**src/rtl/plot_pkg.sv**
```systemverilog
// Shared constants, FSM state type and round-robin helper for the plot scheduler.
package plot_pkg;

   localparam int unsigned X_W      = 8;
   localparam int unsigned Y_W      = 7;
   localparam int unsigned COLOUR_W = 3;
   localparam int unsigned SCREEN_W = 160;
   localparam int unsigned SCREEN_H = 120;

   typedef enum logic [0:0] {
      StIdle,
      StDraw
   } state_e;

   // Pointer value that follows a grant to requester idx out of n.
   function automatic int unsigned rr_next(input int unsigned idx, input int unsigned n);
      return (idx + 1 >= n) ? 0 : idx + 1;
   endfunction

endpackage

```
**src/rtl/rr_arbiter.sv**
```systemverilog
// Combinational round-robin arbiter: first set request searching upward from ptr_i, with wrap.
module rr_arbiter #(
   parameter int unsigned NUM_REQ = 4,
   parameter int unsigned PTR_W   = 2
) (
   input  logic [NUM_REQ-1:0] req_i,
   input  logic [PTR_W-1:0]   ptr_i,
   output logic [NUM_REQ-1:0] gnt_o,
   output logic [PTR_W-1:0]   gnt_idx_o,
   output logic               valid_o
);

   logic [PTR_W-1:0] idx;

   // Walk the requesters in priority order starting at the pointer; first hit wins.
   always_comb begin
      gnt_o     = '0;
      gnt_idx_o = '0;
      valid_o   = 1'b0;
      idx       = '0;
      for (int unsigned k = 0; k < NUM_REQ; k++) begin
         idx = PTR_W'((32'(ptr_i) + k) % NUM_REQ);
         if (!valid_o && req_i[idx]) begin
            valid_o    = 1'b1;
            gnt_o[idx] = 1'b1;
            gnt_idx_o  = idx;
         end
      end
   end

endmodule

```
**src/rtl/plot_scheduler.sv**
```systemverilog
// Shares the VGA adapter pixel port between requesters: round-robin grant, then walks the
// granted rectangle one pixel per cycle (row-major), clipping pixels outside the screen.
module plot_scheduler
   import plot_pkg::*;
#(
   parameter int unsigned NUM_REQ = 4
) (
   input  logic                         clock,
   input  logic                         resetn,
   input  logic [NUM_REQ-1:0]           req,
   input  logic [NUM_REQ*X_W-1:0]       req_x,
   input  logic [NUM_REQ*Y_W-1:0]       req_y,
   input  logic [NUM_REQ*X_W-1:0]       req_w,
   input  logic [NUM_REQ*Y_W-1:0]       req_h,
   input  logic [NUM_REQ*COLOUR_W-1:0]  req_colour,
   output logic [NUM_REQ-1:0]           ack,
   output logic                         done,
   output logic                         busy,
   output logic [X_W-1:0]               x,
   output logic [Y_W-1:0]               y,
   output logic [COLOUR_W-1:0]          colour,
   output logic                         plot
);

   localparam int unsigned PTR_W = (NUM_REQ > 1) ? $clog2(NUM_REQ) : 1;

   state_e                state_q, state_d;
   logic [PTR_W-1:0]      ptr_q, ptr_d;

   // Latched rectangle and walk counters
   logic [X_W-1:0]        x0_q, x0_d, w_q, w_d, cx_q, cx_d;
   logic [Y_W-1:0]        y0_q, y0_d, h_q, h_d, cy_q, cy_d;
   logic [COLOUR_W-1:0]   col_q, col_d;

   // Registered outputs
   logic [NUM_REQ-1:0]    ack_q, ack_d;
   logic                  done_q, done_d;
   logic                  busy_q, busy_d;
   logic [X_W-1:0]        x_q, x_d;
   logic [Y_W-1:0]        y_q, y_d;
   logic [COLOUR_W-1:0]   colour_q, colour_d;
   logic                  plot_q, plot_d;

   logic [NUM_REQ-1:0]    gnt;
   logic [PTR_W-1:0]      gnt_idx;
   logic                  gnt_valid;

   logic [X_W-1:0]        sel_x, sel_w;
   logic [Y_W-1:0]        sel_y, sel_h;
   logic [COLOUR_W-1:0]   sel_col;

   // One extra bit so an off-screen sum never wraps back on-screen
   logic [X_W:0]          px_sum;
   logic [Y_W:0]          py_sum;
   logic                  last_col, last_row;

   rr_arbiter #(
      .NUM_REQ (NUM_REQ),
      .PTR_W   (PTR_W)
   ) u_arb (
      .req_i     (req),
      .ptr_i     (ptr_q),
      .gnt_o     (gnt),
      .gnt_idx_o (gnt_idx),
      .valid_o   (gnt_valid)
   );

   // One-hot mux of the winner's rectangle fields.
   always_comb begin
      sel_x   = '0;
      sel_y   = '0;
      sel_w   = '0;
      sel_h   = '0;
      sel_col = '0;
      for (int i = 0; i < NUM_REQ; i++) begin
         if (gnt[i]) begin
            sel_x   |= req_x[i*X_W +: X_W];
            sel_y   |= req_y[i*Y_W +: Y_W];
            sel_w   |= req_w[i*X_W +: X_W];
            sel_h   |= req_h[i*Y_W +: Y_W];
            sel_col |= req_colour[i*COLOUR_W +: COLOUR_W];
         end
      end
   end

   // Current pixel position and end-of-row / end-of-rectangle detection.
   always_comb begin
      px_sum   = {1'b0, x0_q} + {1'b0, cx_q};
      py_sum   = {1'b0, y0_q} + {1'b0, cy_q};
      last_col = (cx_q == w_q - X_W'(1));
      last_row = (cy_q == h_q - Y_W'(1));
   end

   // FSM next state, counter stepping and next output values.
   always_comb begin
      state_d  = state_q;
      ptr_d    = ptr_q;
      x0_d     = x0_q;
      y0_d     = y0_q;
      w_d      = w_q;
      h_d      = h_q;
      col_d    = col_q;
      cx_d     = cx_q;
      cy_d     = cy_q;
      ack_d    = '0;
      done_d   = 1'b0;
      busy_d   = 1'b0;
      x_d      = '0;
      y_d      = '0;
      colour_d = '0;
      plot_d   = 1'b0;

      case (state_q)
         StIdle: begin
            if (gnt_valid) begin
               ack_d = gnt;
               ptr_d = PTR_W'(rr_next(32'(gnt_idx), NUM_REQ));
               x0_d  = sel_x;
               y0_d  = sel_y;
               w_d   = sel_w;
               h_d   = sel_h;
               col_d = sel_col;
               cx_d  = '0;
               cy_d  = '0;
               // An empty rectangle completes at once with nothing plotted
               if (sel_w == '0 || sel_h == '0) begin
                  done_d = 1'b1;
               end else begin
                  busy_d  = 1'b1;
                  state_d = StDraw;
               end
            end
         end

         StDraw: begin
            busy_d   = 1'b1;
            x_d      = px_sum[X_W-1:0];
            y_d      = py_sum[Y_W-1:0];
            colour_d = col_q;
            plot_d   = (px_sum < (X_W+1)'(SCREEN_W)) && (py_sum < (Y_W+1)'(SCREEN_H));
            if (last_col) begin
               cx_d = '0;
               if (last_row) begin
                  cy_d    = '0;
                  done_d  = 1'b1;
                  state_d = StIdle;
               end else begin
                  cy_d = cy_q + Y_W'(1);
               end
            end else begin
               cx_d = cx_q + X_W'(1);
            end
         end

         default: state_d = StIdle;
      endcase
   end

   // State, latched fields and registered outputs; reset abandons any rectangle in flight.
   always_ff @(posedge clock or negedge resetn) begin
      if (!resetn) begin
         state_q  <= StIdle;
         ptr_q    <= '0;
         x0_q     <= '0;
         y0_q     <= '0;
         w_q      <= '0;
         h_q      <= '0;
         col_q    <= '0;
         cx_q     <= '0;
         cy_q     <= '0;
         ack_q    <= '0;
         done_q   <= 1'b0;
         busy_q   <= 1'b0;
         x_q      <= '0;
         y_q      <= '0;
         colour_q <= '0;
         plot_q   <= 1'b0;
      end else begin
         state_q  <= state_d;
         ptr_q    <= ptr_d;
         x0_q     <= x0_d;
         y0_q     <= y0_d;
         w_q      <= w_d;
         h_q      <= h_d;
         col_q    <= col_d;
         cx_q     <= cx_d;
         cy_q     <= cy_d;
         ack_q    <= ack_d;
         done_q   <= done_d;
         busy_q   <= busy_d;
         x_q      <= x_d;
         y_q      <= y_d;
         colour_q <= colour_d;
         plot_q   <= plot_d;
      end
   end

   assign ack    = ack_q;
   assign done   = done_q;
   assign busy   = busy_q;
   assign x      = x_q;
   assign y      = y_q;
   assign colour = colour_q;
   assign plot   = plot_q;

endmodule

```
**config.mk**
```make
export PLATFORM = sky130hd
export DESIGN_NAME = plot_scheduler
export DESIGN_NICKNAME = d
export VERILOG_FILES = /design/src/rtl/plot_pkg.sv /design/src/rtl/rr_arbiter.sv /design/src/rtl/plot_scheduler.sv
export SDC_FILE = /design/constraint.sdc
export NUM_CORES = 1
export LEC_CHECK = 0
export CAP_MARGIN = 20
export CORE_MARGIN = 2
export CORE_UTILIZATION = 54
export CTS_BUF_LIST = sky130_fd_sc_hd__clkbuf_2
export DETAILED_ROUTE_END_ITERATION = 8
export GPL_TIMING_DRIVEN = 0
export HOLD_SLACK_MARGIN = 0.02
export PLACE_DENSITY = 0.86
export SLEW_MARGIN = 5
export SYNTH_ARGS = -nofsm -noshare
export SYNTH_HDL_FRONTEND = slang
export SYNTH_SLANG_ARGS = --single-unit
```
**constraint.sdc**
```tcl
create_clock -name clock -period 10.5 [get_ports clock]
set_clock_uncertainty 0.1 [all_clocks]
set_input_delay 2.1 -clock clock [delete_from_list [all_inputs] [get_ports clock]]
set_output_delay 2.1 -clock clock [all_outputs]
set_load 0.05 [all_outputs]
```
; Word level (Yosys, flattened, before mapping)
; Cells that the tools add are included.
[word_totals]
wordCells = 149
in_bits = 138
register_bits = 76
output_inout_bits = 25
[op_classes]
n_reduce_logical = 16
n_bitwise = 19
n_eq_ne = 4
order_cmp = 11
n_addsub = 10
mux = 73
[op_table]
columns = cell, count
row1 = 8-bit 2-to-1 mux, 11
row2 = 7-bit 2-to-1 mux, 12
row3 = 8-bit OR, 6
row4 = 7-bit OR, 6
row5 = 4-bit 2-to-1 mux, 6
row6 = 1-bit 2-to-1 mux, 21
row7 = 8-bit case mux with 2 select lines, 1
row8 = 3-bit 2-to-1 mux, 5
row9 = 7-bit case mux with 2 select lines, 1
row10 = "2-bit by 3-bit less-than comparator with 1-bit output, second input constant", 4
row11 = 4-bit OR, 3
row12 = 2-bit 2-to-1 mux, 5
row13 = 8-bit by 8-bit adder with 9-bit output, 1
row14 = "9-bit by 8-bit less-than comparator with 1-bit output, second input constant", 1
row15 = 3-bit OR, 3
row16 = 7-bit by 7-bit adder with 8-bit output, 1
row17 = "8-bit by 1-bit adder with 8-bit output, second input constant", 1
row18 = 1-bit binary-select mux with 2-bit select, 4
row19 = 1-bit demux with 2-bit select, 4
row20 = 8-bit == test, 1
row21 = "2-bit by 1-bit >= comparator with 1-bit output, second input constant", 4
row22 = 1-bit logical AND, 8
row23 = 8-bit zero test, 1
row24 = "8-bit by 7-bit less-than comparator with 1-bit output, second input constant", 1
row25 = 16 further kinds, 22

; Depth between registers and ports, before layout
; Gate-level depths: netlist of the first run.
[logic_depth]
word_depth = 24
depth_mapped = 14
depth_no_buf = 10

; By module
; From an unflattened synthesis of the first run, not the netlist that was laid out.
[unflattened]
hier_cells = 565
hier_area_um2 = 5172.5
[by_module_without_submodules]
columns = module, area_each_um2, instances, cells_each, seq_area_each_um2
row1 = plot_scheduler, 4753.3, 1, 520, 1901.8
row2 = rr_arbiter, 419.2, 1, 45, 0.0

; Worst setup path before layout of the first run
; No wires, ideal clock.
[synth_path]
path_type = input-to-reg
start = in req[3]
end = reg busy_q, in the netlist busy
path_buffers = 3
stages = 10
setup_ps = 124
t_arrival_ps = 4333
t_required_ps = 10276
setup_slack_ps = 5943
path_cell_list = buf_2 > mux4_2 > buf_6 > a2111o_1 > buf_6 > nand3_2 > nand4_2 > nor4_2 > a22oi_1 > or2_1
[synth_between]
elab_chain_len = 24
word_cells_on_any_way = 45
classes_between = mux: 27 / bitwise: 9 / reduce/logical: 9
[synth_lines]
columns = element, line
row1 = from (decl), plot_scheduler.sv:10  ; input logic [NUM_REQ-1:0] req,
row2 = 1-bit binary-select mux with 2-bit select, rr_arbiter.sv:23  ; if (!valid_o && req_i[idx]) begin
row3 = 1-bit 2-to-1 mux (not written as such), rr_arbiter.sv:23
row4 = 1-bit 2-to-1 mux, rr_arbiter.sv:23
row5 = 1-bit zero test, rr_arbiter.sv:23
row6 = 1-bit logical AND, rr_arbiter.sv:23
row7 = 1-bit 2-to-1 mux, rr_arbiter.sv:23
row8 = 1-bit zero test, rr_arbiter.sv:23
row9 = 1-bit logical AND, rr_arbiter.sv:23
row10 = (+9 left out), n/a
row11 = 8-bit OR or 7-bit OR (tied branches), "plot_scheduler.sv:79, plot_scheduler.sv:80"
row12 = 8-bit 2-to-1 mux or 7-bit 2-to-1 mux (tied branches), plot_scheduler.sv:76  ; if (gnt[i]) begin
row13 = 8-bit zero test or 7-bit zero test (tied branches), plot_scheduler.sv:126  ; if (sel_w == '0 || sel_h == '0) begin
row14 = 1-bit logical OR, plot_scheduler.sv:126
row15 = 1-bit 2-to-1 mux, plot_scheduler.sv:126
row16 = 1-bit 2-to-1 mux *, plot_scheduler.sv:115  ; if (gnt_valid) begin
row17 = 1-bit case mux with 2 select lines *, plot_scheduler.sv:113  ; case (state_q)
row18 = via busy_d, plot_scheduler.sv:38  ; logic busy_q, busy_d;
row19 = to (signal assigned), plot_scheduler.sv:190  ; busy_q <= busy_d;
row20 = to (decl), plot_scheduler.sv:38
; Mark *: on every way through the listed nets, which the timed path passes. The rest lies on a longest branch. The select of a mux whose other input is x is not followed.
; A chain may end at the register's enable or synchronous reset.

; Worst setup path after layout of the first run
[layout_path]
start = in req[3]
end = reg y0_q[3]
[layout_between]
elab_chain_len = 19
word_cells_on_any_way = 33
classes_between = mux: 20 / bitwise: 6 / reduce/logical: 7
[layout_lines]
columns = element, line
row1 = 1-bit binary-select mux with 2-bit select, rr_arbiter.sv:23
row2 = 1-bit 2-to-1 mux (not written as such), rr_arbiter.sv:23
row3 = 1-bit 2-to-1 mux, rr_arbiter.sv:23
row4 = 1-bit zero test, rr_arbiter.sv:23
row5 = 1-bit logical AND, rr_arbiter.sv:23
row6 = 1-bit 2-to-1 mux, rr_arbiter.sv:23
row7 = 1-bit zero test, rr_arbiter.sv:23
row8 = 1-bit logical AND, rr_arbiter.sv:23
row9 = (+3 left out), n/a
row10 = 4-bit 2-to-1 mux, rr_arbiter.sv:23
row11 = 7-bit 2-to-1 mux, plot_scheduler.sv:76
row12 = 7-bit OR, plot_scheduler.sv:78  ; sel_y |= req_y[i*Y_W +: Y_W];
row13 = 7-bit 2-to-1 mux, plot_scheduler.sv:76
row14 = 7-bit OR, plot_scheduler.sv:78
row15 = 7-bit 2-to-1 mux, plot_scheduler.sv:76
row16 = 7-bit OR, plot_scheduler.sv:78
row17 = 7-bit 2-to-1 mux, plot_scheduler.sv:76
row18 = to (signal assigned), plot_scheduler.sv:182  ; y0_q <= y0_d;
row19 = to (decl), plot_scheduler.sv:32  ; logic [Y_W-1:0] y0_q, y0_d, h_q, h_d, cy_q, cy_d;
; Several ways; a longest one is shown, not always the timed one. The select of a mux whose other input is x is not followed.

==> summary.txt, run 1 <==
Synthesis
  – Post-synth EDFFs: 0
  – Post-synth top flop: dfrtp_1
  – Post-synthesis sequential area ratio: 33.3%
  – Avg Cell Area, Syn: 8.35 um^2
  – Post-Syn Area: 0.00571 mm^2
  – Async SR Flop Fraction: 100%
  – Yosys warning total: 0
  – Synth Register Bits: 76
  – Mapped Nets: 850
  – Synth cell types: 54
  – Synth Instances: 684

Layout
  – Final #Nets: 1020
  – Fin util: 74.1%
  – Synthesis-to-finish area growth: 33.4%
  – Share of layout cells above drive strength 1: 5.36%

Clock tree
  – Clk_lat worst skew: 0.57 ns
  – CTS tree: yes
  – Postcts setup bufs: 0
  – CTS Hold Buffers Added: 0
  – Root Driver: clkbuf_2
  – Clock buffer depth: 2
  – Post-CTS resize count: 0
  – CTS buffer count: 9
  – Clock sinks: 76
  – H-tree Lvls: 3
  – CTS clk-pin slew, worst paths: 0.22 ns

Global route
  – Initial antenna violation count: 1
  – First-pass GRT wire length: 31600 um
  – GRT Residual Overflow: 0
  – Gr usage total: 35.3%
  – Vias in the first global route: 6403
  – Largest net degree at the start of global routing: 73

Outcome
  – Outcome: finished, final reports clean

Pwr
  – Internal power: 0.905 mW
  – Static Leak: 3.18 nW
  – Clock share of power: 9.6%
  – Psw: 0.907 mW
  – Comb pwr share: 64.3%
  – Pwr Density: 238 mW/mm^2
  – Max IR drop VDD: 0.000133 V
  – Switching part of the total: 50.0%
  – Sequential Power Share: 26.1%

Timing
  – Hold Vio Cnt, Final: 0
  – Final setup TNS: 0 ns
  – Transition time of the tightest slew-check pin: 0.830 ns
  – Final setup viols: 0
  – Min cycle time layout: 4.93 ns
  – Max-slew violations: 0
  – FMAX: 0.203 GHz
  – RSZ-0062 raised after global routing: false
  – Slew margin rel.: 44.4%
  – Crit share post-route: 47.0%

Run
  – # Max-Cap Violations: 0

Drt
  – Post-Route WL: 19900 um
  – DRC violations left: 0
  – Vias: 6260
  – Vias per cell: 6.29
  – Initial DRC count: 696
  – Pre-antenna DRT Iters: 8
  – DR WL/cell: 20.0 um
  – Detail Route Antenna Nets: 0

Floorplanning
  – Die Y: 107 um
  – Die Area: 0.0114 mm^2
  – Initial Utilization: 55.6%
  – Core ar.: 0.0103 mm^2
  – Io pins: 163
  – Die span in x: 107 um
  – Row cnt: 37

Worst setup path
  – R2R depth: 13
  – Critical Path RT: 10.88 ns
  – Crit path DAT: 5.31 ns
  – Critical path capture point type: flop
  – CP Launch Type: input port
  – CP Class: input port to flop
  – Max Fanout on Critical Path: 10

Place
  – Port Buffers: 158
  – GP Congestion: 0.952
  – Post-detail-place hpwl: 15200 um

Min path
  – Hold path depth: 1
  – Hold Path Class: flop to flop
-- through the flow --
stage,instances,hold slack [ns],power [mW],setup WS [ns],instance area (um^2)
3_3_place_gp,978,0.367,1.56,4.78,7460
4_1_cts,995,0.427,1.78,5.75,7610
2_1_floorplan,684,0.359,1.24,5.94,5710
6_report,996,0.425,1.81,5.57,7620
3_5_place_dp,979,0.383,1.61,5.17,7490
5_1_grt,996,0.445,1.92,5.50,7620
-- cell type report --
cell class              instances  area, um^2
fillers                       789        2660
flip-flops and latches         76        1900
clock buffers                   9        45.0
well taps                     136         170
inverters                      17        63.8
multi-input cells             545        3540
repair buffers                159        1610
diodes                          1        2.50
clock inverters                 7        82.6
plain buffers                  46         208
-- worst paths after layout --
path                            startpoint         to  slack, ns
min in group asynchronous           resetn       x[1]       1.20
worst max register to register        flop    y0_q[3]       5.99
worst max-delay path                req[3]    y0_q[3]       5.57
worst min register to register    col_q[0]  colour[0]       0.43
max in group asynchronous           resetn    cy_q[6]       8.56
worst min-delay path              col_q[0]  colour[0]       0.43
-- cell families (layout without fill, tap and decap cells) --
kind of cell | after synthesis | in the layout | synth area share [%]
and+or+nand+nor | 274 | 274 | 23.6
xor gates and xnor gates | 35 | 35 | 5.37
adders and majority gates | 28 | 28 | 6.40
DFF | 76 | 76 | 33.3
muxes | 12 | 12 | 2.41
other | 0 | 1 | 0
buffers and inverters | 63 | 238 | 4.75
AOI/OAI and AO/OA | 196 | 196 | 24.2
-- cell usage in the layout (no fill, tap or decap), types with 6 or more instances in the layout --
cell and n:
clkdlybuf4s50_1 157, nand2_1 105, dfrtp_1 76, a22oi_1 67
nand3_1 42, clkbuf_1 31, nor2_1 31, o21ai_0 31
ha_1 26, xnor2_1 25, a21oi_1 24, and2_1 22
a31oi_1 22, nand4_1 18, inv_1 16, and3_1 13
o22a_1 11, buf_2 10, xor2_1 10, nand2b_1 9
clkbuf_2 9, mux2i_1 7, o22ai_1 6, nor4_1 6
a32oi_1 6
-- flip-flops by register name (all words and copies together), names as in the netlist, 3 cells and up, named ones only --
signal / cells
cx_q: 8
w_q: 8
x0_q: 8
x: 8
cy_q: 7
h_q: 7
y0_q: 7
y: 7
ack: 4
col_q: 3
colour: 3
-- power groups by stage --
stage	Clock (mW)	Sequential (mW)	Combinational [mW]
2_1_floorplan	0	0.575	0.665
6_report	0.174	0.472	1.17
5_1_grt	0.186	0.482	1.25
3_3_place_gp	0	0.471	1.09
4_1_cts	0.175	0.470	1.14
3_5_place_dp	0	0.477	1.13
-- worst max-delay path, cell delays in order --
cell	delay, ns
buf_2	0.15
mux4_2	0.58
buf_6	0.19
nand2b_1	0.34
clkbuf_1	0.46
nand2_1	0.14
nand2_1	0.35
clkbuf_1	0.54
a22oi_1	0.21
a31oi_1	0.23
-- cells in the mapped netlist, types with 16 or more instances --
| cell type | count | area [um^2] |
|---|---|---|
| nand2_1 | 105 | 394 |
| a31oi_1 | 22 | 138 |
| and2_1 | 22 | 138 |
| o21ai_0 | 31 | 155 |
| xnor2_1 | 25 | 219 |
| nand3_1 | 42 | 210 |
| ha_1 | 26 | 325 |
| nor2_1 | 31 | 116 |
| inv_1 | 16 | 60.1 |
| dfrtp_1 | 76 | 1900 |
| clkbuf_1 | 31 | 116 |
| a22oi_1 | 67 | 503 |
| a21oi_1 | 24 | 120 |
| nand4_1 | 18 | 113 |
-- routing by layer --
metal | wire length [um] | up-vias | track usage [%]
li1 | - | 2852 | -
met3 | 1670 | 68 | 6.75
met5 | 0 | - | 0
met1 | 7880 | 2946 | 42.4
met2 | 9650 | 394 | 61.6
met4 | 745 | 0 | 15.4
No activity file was read; power rests on OpenSTA's default activity.
==> inputs of run 2 (changes only) <==
CORE_UTILIZATION = 50   (was 54)
PLACE_DENSITY = 0.8   (was 0.86)
clock period = 4.89 ns   (was 10.5 ns; I/O delays follow)
==> run 2 against run 1 <==
Effect of this change: utilization fell by 6.5 points; via count fell by 2.0%; wire length shrank 5.5%; critical path depth is 3 higher; combinational power up 110%; die area rose by 7.7%; hold slack got worse by 0.35 ns; clock-buffer cell count rose by 1; design area about the same; largest cell class unchanged; first-iteration DRC count fell by 19%; non-clock buffer count stayed put.
==> summary.txt, run 2 (same netlist as run 1, synthesis figures left out) <==
Drt
  – Detail Route Antenna Nets: 0 (unchanged)
  – DR WL/cell: 18.8 um (-5.9%)
  – Vias per cell: 6.13 (-2.5%)
  – Pre-antenna DRT Iters: 5 (-3)
  – Initial DRC count: 561 (-19%)
  – Vias: 6132 (-2.0%)
  – Post-Route WL: 18900 um (-5.5%)
  – DRC violations left: 0 (unchanged)

Clock tree
  – CTS buffer count: 9 (unchanged)
  – H-tree Lvls: 3 (unchanged)
  – CTS tree: yes
  – Clock sinks: 76 (unchanged)
  – Clock buffer depth: 2 (unchanged)
  – Root Driver: clkbuf_2
  – CTS clk-pin slew, worst paths: 0.21 ns (about the same)
  – Clk_lat worst skew: 0.56 ns (about the same)
  – Postcts setup bufs: 0 (unchanged)
  – Post-CTS resize count: 0 (unchanged)
  – CTS Hold Buffers Added: 0 (unchanged)

Worst setup path
  – Worst path buffer plus inverter count: 5 (+1)
  – CP Launch Type: flop
  – Crit path top cell by count: buf_2
  – Crit path max-delay family: buffers and inverters
  – Critical path capture point type: flop
  – Worst path slowest cell: dfrtp_1
  – Critical path cell sequence: clkinv_1 -> ha_1 -> buf_2 -> mux2_2 -> mux2i_1 -> buf_2 -> a2111o_1 -> buf_2 -> nand2_1 -> nand2_1 -> clkbuf_1 -> a22oi_1 -> a31oi_1
  – Crit path DAT: 4.81 ns (-0.50 ns)
  – R2R depth: 13 (unchanged)
  – CP Class: flop to flop
  – Max Fanout on Critical Path: 10 (unchanged)
  – Critical Path Max Stage Delay: 0.59 ns (about the same)
  – Critical Path RT: 5.25 ns (-5.63 ns)
  – Cell count along the critical path: 13 (+3)

Timing
  – Crit share post-route: 91.0%
  – RSZ-0062 raised after global routing: false
  – Transition time of the tightest slew-check pin: 0.882 ns (+0.0516 ns)
  – Hold Vio Cnt, Final: 0 (unchanged)
  – Final setup viols: 0 (unchanged)
  – Slew margin rel.: 41.1% (-3.4 points)
  – Max-slew violations: 0 (unchanged)
  – FMAX: 0.225 GHz
  – Final setup TNS: 0 ns (unchanged)
  – Min cycle time layout: 4.45 ns

Layout
  – Share of layout cells above drive strength 1: 5.13% (-0.23 points)
  – Commonest non-fill, non-tap cells in the layout: clkdlybuf4s50_1, nand2_1, dfrtp_1, a22oi_1, nand3_1
  – Synthesis-to-finish area growth: 33.5% (about the same)
  – Filler instances: 930 (+18%)
  – Post-route non-filler standard cell count: 1001 (+0.50%)
  – Commonest non-fill, non-tap cell in the layout: clkdlybuf4s50_1
  – Final #Nets: 1020 (unchanged)
  – N_diodes: 0 (-1)
  – Fin util: 67.6% (-6.5 points)

Global route
  – GRT Residual Overflow: 0 (unchanged)
  – Vias in the first global route: 6092 (-4.9%)
  – Largest net degree at the start of global routing: 73 (unchanged)
  – Initial antenna violation count: 0 (-1)
  – First-pass GRT wire length: 30300 um (-4.1%)
  – Gr usage total: 30.3% (-5.0 points)

Pwr
  – Static Leak: 3.18 nW (+0.26%)
  – Max IR drop VDD: 0.000344 V (+160%)
  – Pwr Density: 505 mW/mm^2 (+110%)

Floorplanning
  – Io pins: 163 (unchanged)
  – Die Area: 0.0123 mm^2 (+7.7%)
  – Die Y: 111 um (+3.8%)
  – Core ar.: 0.0113 mm^2 (+9.7%)
  – Initial Utilization: 50.7% (-4.9 points)
  – Row cnt: 39 (+5.4%)
  – Die span in x: 111 um (+3.8%)

Place
  – Post-detail-place hpwl: 14300 um (-5.8%)
  – Placed cells: 986 (+0.72%)
  – Port Buffers: 158 (unchanged)
  – GP Congestion: 0.954 (+0.27%)

Outcome
  – Outcome: finished, final reports clean

Run
  – # Max-Cap Violations: 0 (unchanged)

Min path
  – Hold Path Class: input port to asynchronous set/reset pin
==> run 2: cell types whose count changed in the layout (fill, tap and decap cells not counted), sizes merged <==
| cell | previous run | this run |
|---|---|---|
| clkbuf | 40 | 41 |
| diode | 1 | 0 |
| bufinv | 1 | 2 |
| inv | 19 | 16 |
| clkinvlp | 2 | 0 |
| clkinv | 2 | 4 |
==> run 2: routing by layer <==
metal  part of all wire (%)  track usage, %  wire (um)  vias to the layer above
met5                      0               0          0                        -
met4                    2.4            9.83        451                        0
met3                    7.8            5.14       1470                       39
met2                     48            51.8       9020                      330
met1                     42            39.3       7920                     2894
li1                       -               -          -                     2869
==> run 2: power breakdown <==
| part | total [mW] | internal, mW | switching, mW |
|---|---|---|---|
| sequential | 1.01 | 0.825 | 0.183 |
| combinational | 2.45 | 0.992 | 1.46 |
| clock | 0.386 | 0.167 | 0.219 |
==> run 2: stage by stage <==
stage,setup slack (ns),cell area (um^2),total power [mW],hold WS (ns)
CTS,0.459,7620,3.82,0.0941
floorplan,1.45,5710,2.66,0.359
detailed placement,0.517,7500,3.43,0.372
global placement,0.292,7470,3.36,0.368
finish,0.440,7620,3.85,0.0774
global route,0.0374,7620,4.11,0.0793
==> run 2: final timing paths <==
check | startpoint | end | slack, ns
worst min-delay path | resetn | x0_q[0] | 0.08
worst max-delay path | flop | y0_q[3] | 0.44
max in group asynchronous | resetn | ptr_q[1] | 4.03
worst max register to register | flop | y0_q[3] | 0.44
worst min register to register | col_q[2] | colour[2] | 0.41
min in group clock | col_q[2] | colour[2] | 0.41
==> run 2: area by class of cell <==
cell class | instances | area, um^2 | share of cell area, %
sequential | 76 | 1900 | 24.9
tap | 143 | 179 | 2.35
timing repair buffer | 159 | 1610 | 21.1
clock buffer | 10 | 50.0 | 0.656
multi-input combinational | 545 | 3540 | 46.4
inverter | 17 | 63.8 | 0.837
buffer | 46 | 208 | 2.72
clock inverter | 5 | 77.6 | 1.02
==> inputs of run 3 (changes only) <==
CAP_MARGIN = 0   (was 20)
==> results of run 3 <==
Final layout, timing and power as in run 2 (identical DEF).
